==> config.mk <==
export PLATFORM = sky130hd
export DESIGN_NAME = udl_count_mod_flat
export DESIGN_NICKNAME = d
export VERILOG_FILES = /design/src/rtl/udl_count_mod_if.sv /design/src/rtl/udl_count_mod.sv /design/src/flat_wrapper.sv
export SDC_FILE = /design/constraint.sdc
export NUM_CORES = 1
export LEC_CHECK = 0
export BUFFER_PORTS_ARGS = -buffer_cell sky130_fd_sc_hd__buf_4
export CORE_ASPECT_RATIO = 0.5
export CORE_MARGIN = 2
export CORE_UTILIZATION = 30
export CTS_BUF_LIST = sky130_fd_sc_hd__clkbuf_4
export CTS_CLUSTER_SIZE = 14
export DETAILED_ROUTE_END_ITERATION = 8
export SLEW_MARGIN = 20
export SYNTH_ARGS = -nofsm -noshare
export SYNTH_HDL_FRONTEND = slang
export SYNTH_SLANG_ARGS = --single-unit
==> constraint.sdc <==
create_clock -name clk -period 1.9 [get_ports clk]
set_input_delay 0.57 -clock clk [delete_from_list [all_inputs] [get_ports clk]]
set_output_delay 0.57 -clock clk [all_outputs]
set_load 0.02 [all_outputs]
==> src/rtl/udl_count_mod_if.sv <==
// Control and status bundle for udl_count_mod: count/load controls in,
// registered count and bound flags out.
interface udl_count_mod_if #(
   parameter int unsigned WIDTH = 10
);
   logic             en;
   logic             up;
   logic             down;
   logic             load;
   logic [WIDTH-1:0] in;
   logic             sat;
   logic [WIDTH-1:0] out;
   logic             at_max;
   logic             at_min;
   logic             wrap;

   modport master (
      output en, up, down, load, in, sat,
      input  out, at_max, at_min, wrap
   );

   modport slave (
      input  en, up, down, load, in, sat,
      output out, at_max, at_min, wrap
   );
endinterface

==> src/rtl/udl_count_mod.sv <==
// Up/down modulo-(MAX+1) counter with clamped parallel load and wrap pulse.
// Define UDL_COUNT_SAT_EN to honour the sat input; otherwise it always wraps.
module udl_count_mod #(
   parameter int unsigned      WIDTH   = 10,
   parameter logic [WIDTH-1:0] MAX     = {WIDTH{1'b1}},
   parameter logic [WIDTH-1:0] RST_VAL = '0
) (
   input logic            clk,
   input logic            rst,
   udl_count_mod_if.slave bus
);

   logic [WIDTH-1:0] out_q, out_d;
   logic             wrap_q, wrap_d;
   logic             sat_eff;

`ifdef UDL_COUNT_SAT_EN
   assign sat_eff = bus.sat;
`else
   assign sat_eff = 1'b0;
`endif

   always_comb begin
      out_d  = out_q;
      wrap_d = 1'b0;
      if (bus.load) begin
         out_d = (bus.in > MAX) ? MAX : bus.in;
      end else if (bus.en) begin
         if (bus.up && !bus.down) begin
            if (out_q != MAX) begin
               out_d = out_q + WIDTH'(1);
            end else if (!sat_eff) begin
               out_d  = '0;
               wrap_d = 1'b1;
            end
         end else if (bus.down && !bus.up) begin
            if (out_q != '0) begin
               out_d = out_q - WIDTH'(1);
            end else if (!sat_eff) begin
               out_d  = MAX;
               wrap_d = 1'b1;
            end
         end
      end
   end

   always_ff @(posedge clk) begin
      if (rst) begin
         out_q  <= RST_VAL;
         wrap_q <= 1'b0;
      end else begin
         out_q  <= out_d;
         wrap_q <= wrap_d;
      end
   end

   assign bus.out    = out_q;
   assign bus.wrap   = wrap_q;
   assign bus.at_max = (out_q == MAX);
   assign bus.at_min = (out_q == '0);

endmodule

==> src/flat_wrapper.sv <==
// flat-port wrapper written by rule: the top's interface ports become plain ports
module udl_count_mod_flat 
#(
   parameter int unsigned      WIDTH   = 10,
   parameter logic [WIDTH-1:0] MAX     = {WIDTH{1'b1}},
   parameter logic [WIDTH-1:0] RST_VAL = '0
)
  (clk, rst, bus_en, bus_up, bus_down, bus_load, bus_in, bus_sat, bus_out, bus_at_max, bus_at_min, bus_wrap);
  udl_count_mod_if #(.WIDTH(WIDTH)) bus_i ();
  input logic clk;
  input logic rst;
  input wire logic [$bits(bus_i.en)-1:0] bus_en;
  input wire logic [$bits(bus_i.up)-1:0] bus_up;
  input wire logic [$bits(bus_i.down)-1:0] bus_down;
  input wire logic [$bits(bus_i.load)-1:0] bus_load;
  input wire logic [$bits(bus_i.in)-1:0] bus_in;
  input wire logic [$bits(bus_i.sat)-1:0] bus_sat;
  output wire logic [$bits(bus_i.out)-1:0] bus_out;
  output wire logic [$bits(bus_i.at_max)-1:0] bus_at_max;
  output wire logic [$bits(bus_i.at_min)-1:0] bus_at_min;
  output wire logic [$bits(bus_i.wrap)-1:0] bus_wrap;
  assign bus_i.en = bus_en;
  assign bus_i.up = bus_up;
  assign bus_i.down = bus_down;
  assign bus_i.load = bus_load;
  assign bus_i.in = bus_in;
  assign bus_i.sat = bus_sat;
  assign bus_out = bus_i.out;
  assign bus_at_max = bus_i.at_max;
  assign bus_at_min = bus_i.at_min;
  assign bus_wrap = bus_i.wrap;
  udl_count_mod #(.WIDTH(WIDTH), .MAX(MAX), .RST_VAL(RST_VAL)) u_core (.clk(clk), .rst(rst), .bus(bus_i));
endmodule
==> flow_results.xml <==
<?xml version="1.0" encoding="UTF-8"?>
<metrics>
  <group name="final_layout">
    <metric name="final_common_cell" unit="">buf_4</metric>
    <metric name="antennaDiodeCount" unit="">0</metric>
    <metric name="multi_input_comb_area" unit="um2">739</metric>
    <metric name="most_frequent_cells_in_the_layout" unit="">buf_4, a21oi_1, nand2_1, nor2_1, nand4_1</metric>
    <metric name="drive_gt1_share" unit="%">42.6</metric>
    <metric name="syn2layout_area_growth" unit="%">35.3</metric>
    <metric name="count_of_filler_cells_inserted_in_the_layout" unit="">386</metric>
    <metric name="regArea" unit="um2">225</metric>
    <metric name="num-nets-final" unit="">196</metric>
    <metric name="number_of_standard_cells_in_the_final_layout_excluding_fillers" unit="">227</metric>
  </group>
  <group name="power">
    <metric name="power.internal" unit="uW">527</metric>
    <metric name="comb_power_share" unit="%">44.0</metric>
    <metric name="p_sw" unit="uW">311</metric>
    <metric name="seqPwrFrac" unit="%">32.5</metric>
    <metric name="power-per-cell-area" unit="mW/mm2">571</metric>
    <metric name="power.clock.fraction" unit="%">23.5</metric>
    <metric name="leakage" unit="uW">0.000623</metric>
    <metric name="switching_power_as_a_share_of_total_power" unit="%">37.1</metric>
    <metric name="post-layout-total-power" unit="uW">837</metric>
    <metric name="ir_drop" unit="uV">132</metric>
  </group>
  <group name="cts">
    <metric name="clock_tree.buffer_depth" unit="">2</metric>
    <metric name="ctsRootBufferMaster" unit="">clkbuf_4</metric>
    <metric name="htree_num_levels" unit="">1</metric>
    <metric name="cts_buf_count" unit="">3</metric>
    <metric name="clk_latency" unit="ns">0.29</metric>
    <metric name="post_cts_buffers" unit="">0</metric>
    <metric name="cts_tree" unit="">built</metric>
    <metric name="cts_num_sinks" unit="">11</metric>
    <metric name="clock_pin_slew_worst_setup_and_hold_paths" unit="ns">0.09</metric>
  </group>
  <group name="yosys">
    <metric name="synth_area_leader_cell" unit="">dfxtp_1</metric>
    <metric name="mappedNetlistArea" unit="mm2">0.00108</metric>
    <metric name="synth.net_count" unit="">154</metric>
    <metric name="synth_top_cells_by_area" unit="">dfxtp_1, a21oi_1, nand4_1, clkbuf_8, nand3_1</metric>
    <metric name="postSynthAreaPerCell" unit="um2">8.04</metric>
    <metric name="synth-edff-count" unit="">0</metric>
    <metric name="yosysWarningCount" unit="">0</metric>
    <metric name="synth_flop_cell" unit="">dfxtp_1</metric>
    <metric name="synth_seq_area_share" unit="%">20.3</metric>
    <metric name="netlist_instances" unit="">135</metric>
    <metric name="async_flop_share" unit="%">0</metric>
    <metric name="netlist.area_leader.share" unit="%">20.3</metric>
    <metric name="ys_types" unit="">54</metric>
    <metric name="postSynthRegisterBits" unit="">11</metric>
  </group>
  <group name="setup_path">
    <metric name="timing.critical_path.arrival" unit="ns">1.62</metric>
    <metric name="timing.critical_path.from_type" unit="">register</metric>
    <metric name="worst_setup_path_end_kind" unit="">output pin</metric>
    <metric name="worst-r2r-setup-slack" unit="ns">0.15</metric>
    <metric name="timing.critical_path.to" unit="">bus_at_min</metric>
    <metric name="worst_setup_path_startpoint" unit="">u_core.bus.out[5]</metric>
    <metric name="crit-reg2reg-capture" unit="">u_core.bus.out[5]</metric>
    <metric name="cp_data_required_time" unit="ns">1.33</metric>
    <metric name="critical_path.max_fanout" unit="">2</metric>
    <metric name="worst-setup-path-type" unit="">reg2out</metric>
    <metric name="regToRegStartpoint" unit="">u_core.bus.out[5]</metric>
    <metric name="timing.reg2reg.worst_path_depth" unit="">6</metric>
  </group>
  <group name="sta">
    <metric name="slew-limit-headroom" unit="%">75.1</metric>
    <metric name="final_min_period_over_clock_period" unit="%">115</metric>
    <metric name="max_clock_freq" unit="MHz">457</metric>
    <metric name="finalWorstPathRequiredPeriod" unit="ns">2.19</metric>
    <metric name="final_max_slew_viol_count" unit="">0</metric>
    <metric name="report.final.hold_viol_count" unit="">0</metric>
    <metric name="final.setup.worst_slack" unit="ns">-0.290</metric>
    <metric name="max_slew.worst_pin.slew" unit="ns">0.373</metric>
    <metric name="fin_skew" unit="ns">0.00634</metric>
    <metric name="report.final.setup_viol" unit="">2</metric>
    <metric name="grt_setup_unrepaired" unit="">yes</metric>
  </group>
  <group name="place">
    <metric name="place_inst" unit="">223</metric>
    <metric name="port_buffer_cells" unit="">28</metric>
    <metric name="detailed_place_hpwl" unit="um">2440</metric>
    <metric name="gpl.final_weighted_congestion" unit="">0.895</metric>
    <metric name="detailedPlace.worstSlack" unit="ns">0.00247</metric>
  </group>
  <group name="floorplan">
    <metric name="ports_placed_on_the_boundary" unit="">30</metric>
    <metric name="floorplan.core_area" unit="mm2">0.00345</metric>
    <metric name="die_boundary_width" unit="um">89.0</metric>
    <metric name="die_area" unit="mm2">0.00414</metric>
    <metric name="placement_rows" unit="">15</metric>
    <metric name="initial_utilization" unit="%">31.4</metric>
    <metric name="die-height" unit="um">46.5</metric>
  </group>
  <group name="global_routing">
    <metric name="pin_count_of_the_biggest_net_entering_global_routing" unit="">17</metric>
    <metric name="wire_length_of_the_first_global_routing_pass" unit="um">5240</metric>
    <metric name="vias_in_the_first_global_route" unit="">1021</metric>
    <metric name="congestion_overflow_gr" unit="">0</metric>
    <metric name="track_usage" unit="%">17.3</metric>
    <metric name="antenna_violations_before_repair" unit="">0</metric>
  </group>
  <group name="drt">
    <metric name="drt_drc_violations_left" unit="">0</metric>
    <metric name="via_per_inst" unit="">5.08</metric>
    <metric name="drtIter0Drc" unit="">90</metric>
    <metric name="detail_route.wirelength" unit="um">3220</metric>
    <metric name="ant_nets" unit="">0</metric>
    <metric name="drt-pass1-iter-count" unit="">5</metric>
    <metric name="wl_per_cell" unit="um">14.2</metric>
    <metric name="dr_total_vias" unit="">1153</metric>
  </group>
  <group name="flow_run">
    <metric name="max_cap_viol_count" unit="">0</metric>
  </group>
  <group name="min_path">
    <metric name="hold_path_class" unit="">in2reg</metric>
  </group>
  <group name="status">
    <metric name="violated_checks" unit="">setup timing</metric>
    <metric name="status" unit="">finished, violations left</metric>
  </group>
</metrics>
[flip-flops by register name, indices dropped and copies added, names as in the netlist]
signal / cells
u_core.bus.out: 10
u_core.bus.wrap: 1
[routing by layer]
| metal | wire, um | GRT usage [%] |
|---|---|---|
| met3 | 286 | 4.48 |
| met4 | 19 | 4.48 |
| met5 | 0 | 0 |
| met2 | 1370 | 25.2 |
| met1 | 1540 | 25.2 |
[worst min path at each step]
| stage | slack [ns] | cells past startpoint | endpoint | from |
|---|---|---|---|---|
| after CTS | 0.51 | 2 | u_core.bus.wrap | bus_en |
| after global placement | 0.62 | 2 | u_core.bus.out[4] | u_core.bus.out[4] |
| after floorplan | 0.62 | 2 | u_core.bus.out[6] | u_core.bus.out[6] |
| final | 0.53 | 2 | u_core.bus.wrap | bus_en |
| after detailed placement | 0.63 | 2 | u_core.bus.out[4] | u_core.bus.out[4] |
| after global routing | 0.54 | 2 | u_core.bus.wrap | bus_en |
[power by group through the flow]
stage	combinational (uW)	sequential, uW	clock (uW)
final	368	272	197
after global routing	402	276	216
after CTS	368	272	206
after detailed placement	359	277	0
after global placement	356	277	0
after floorplan	209	296	0
[per-stage QoR]
stage	hold WS (ns)	TNS (ns)	area [um2]	utilization, %
detailed placement	0.633	0	1420	41.2
floorplan	0.621	0	1090	-
CTS	0.514	-0.361	1470	42.5
global route	0.540	-0.471	1470	42.5
global placement	0.622	0	1420	41.2
finish	0.527	-0.344	1470	42.5
[cells in the mapped netlist, types with 2 or more instances]
cell type  number
o21a_1          2
clkbuf_8        3
a22o_1          2
a211oi_1        4
buf_6           2
clkbuf_2        2
a21oi_1        13
and3_1          2
nand4b_1        3
dfxtp_1        11
nand2_1         9
xnor2_1         3
nor2_1          9
nand3_1         7
ha_1            2
inv_1           5
xor2_1          3
nand4_1         8
a31oi_1         3
clkbuf_1        3
and3_2          2
o21ai_0         3
nor2b_1         2
buf_4           2
[kinds of logic (layout without fill, tap and decap cells)]
group,Yosys count,count (layout),share of synthesized area (%)
AOI/OAI and AO/OA,39,39,27.1
xor gates and xnor gates,6,6,4.85
adders and majority gates,2,2,2.31
buffers and inverters,19,60,12.2
DFF,11,11,20.3
muxes,1,1,0.923
and+or+nand+nor,57,57,32.3
[cell type report]
cell class                 count  share of cell area, %
clock buffer                   4                   2.05
sequential                    11                   15.3
inverter                       5                   1.28
tap                           51                   4.35
timing repair buffer          51                   26.6
multi-input combinational    105                   50.4
[worst max-delay path, cell delays in order (launching register included)]
cell,delay [ns]
dfxtp_2,0.33
or4_4,0.55
nor2b_4,0.13
and3b_2,0.21
buf_6,0.12
[timing repair]
item / in CTS / in global routing
setup endpoints to repair: 2 / 2
resized for setup: 5 / 0
hold buffers: 0 / 0
Note: power is estimated with default switching activity, not from simulation.
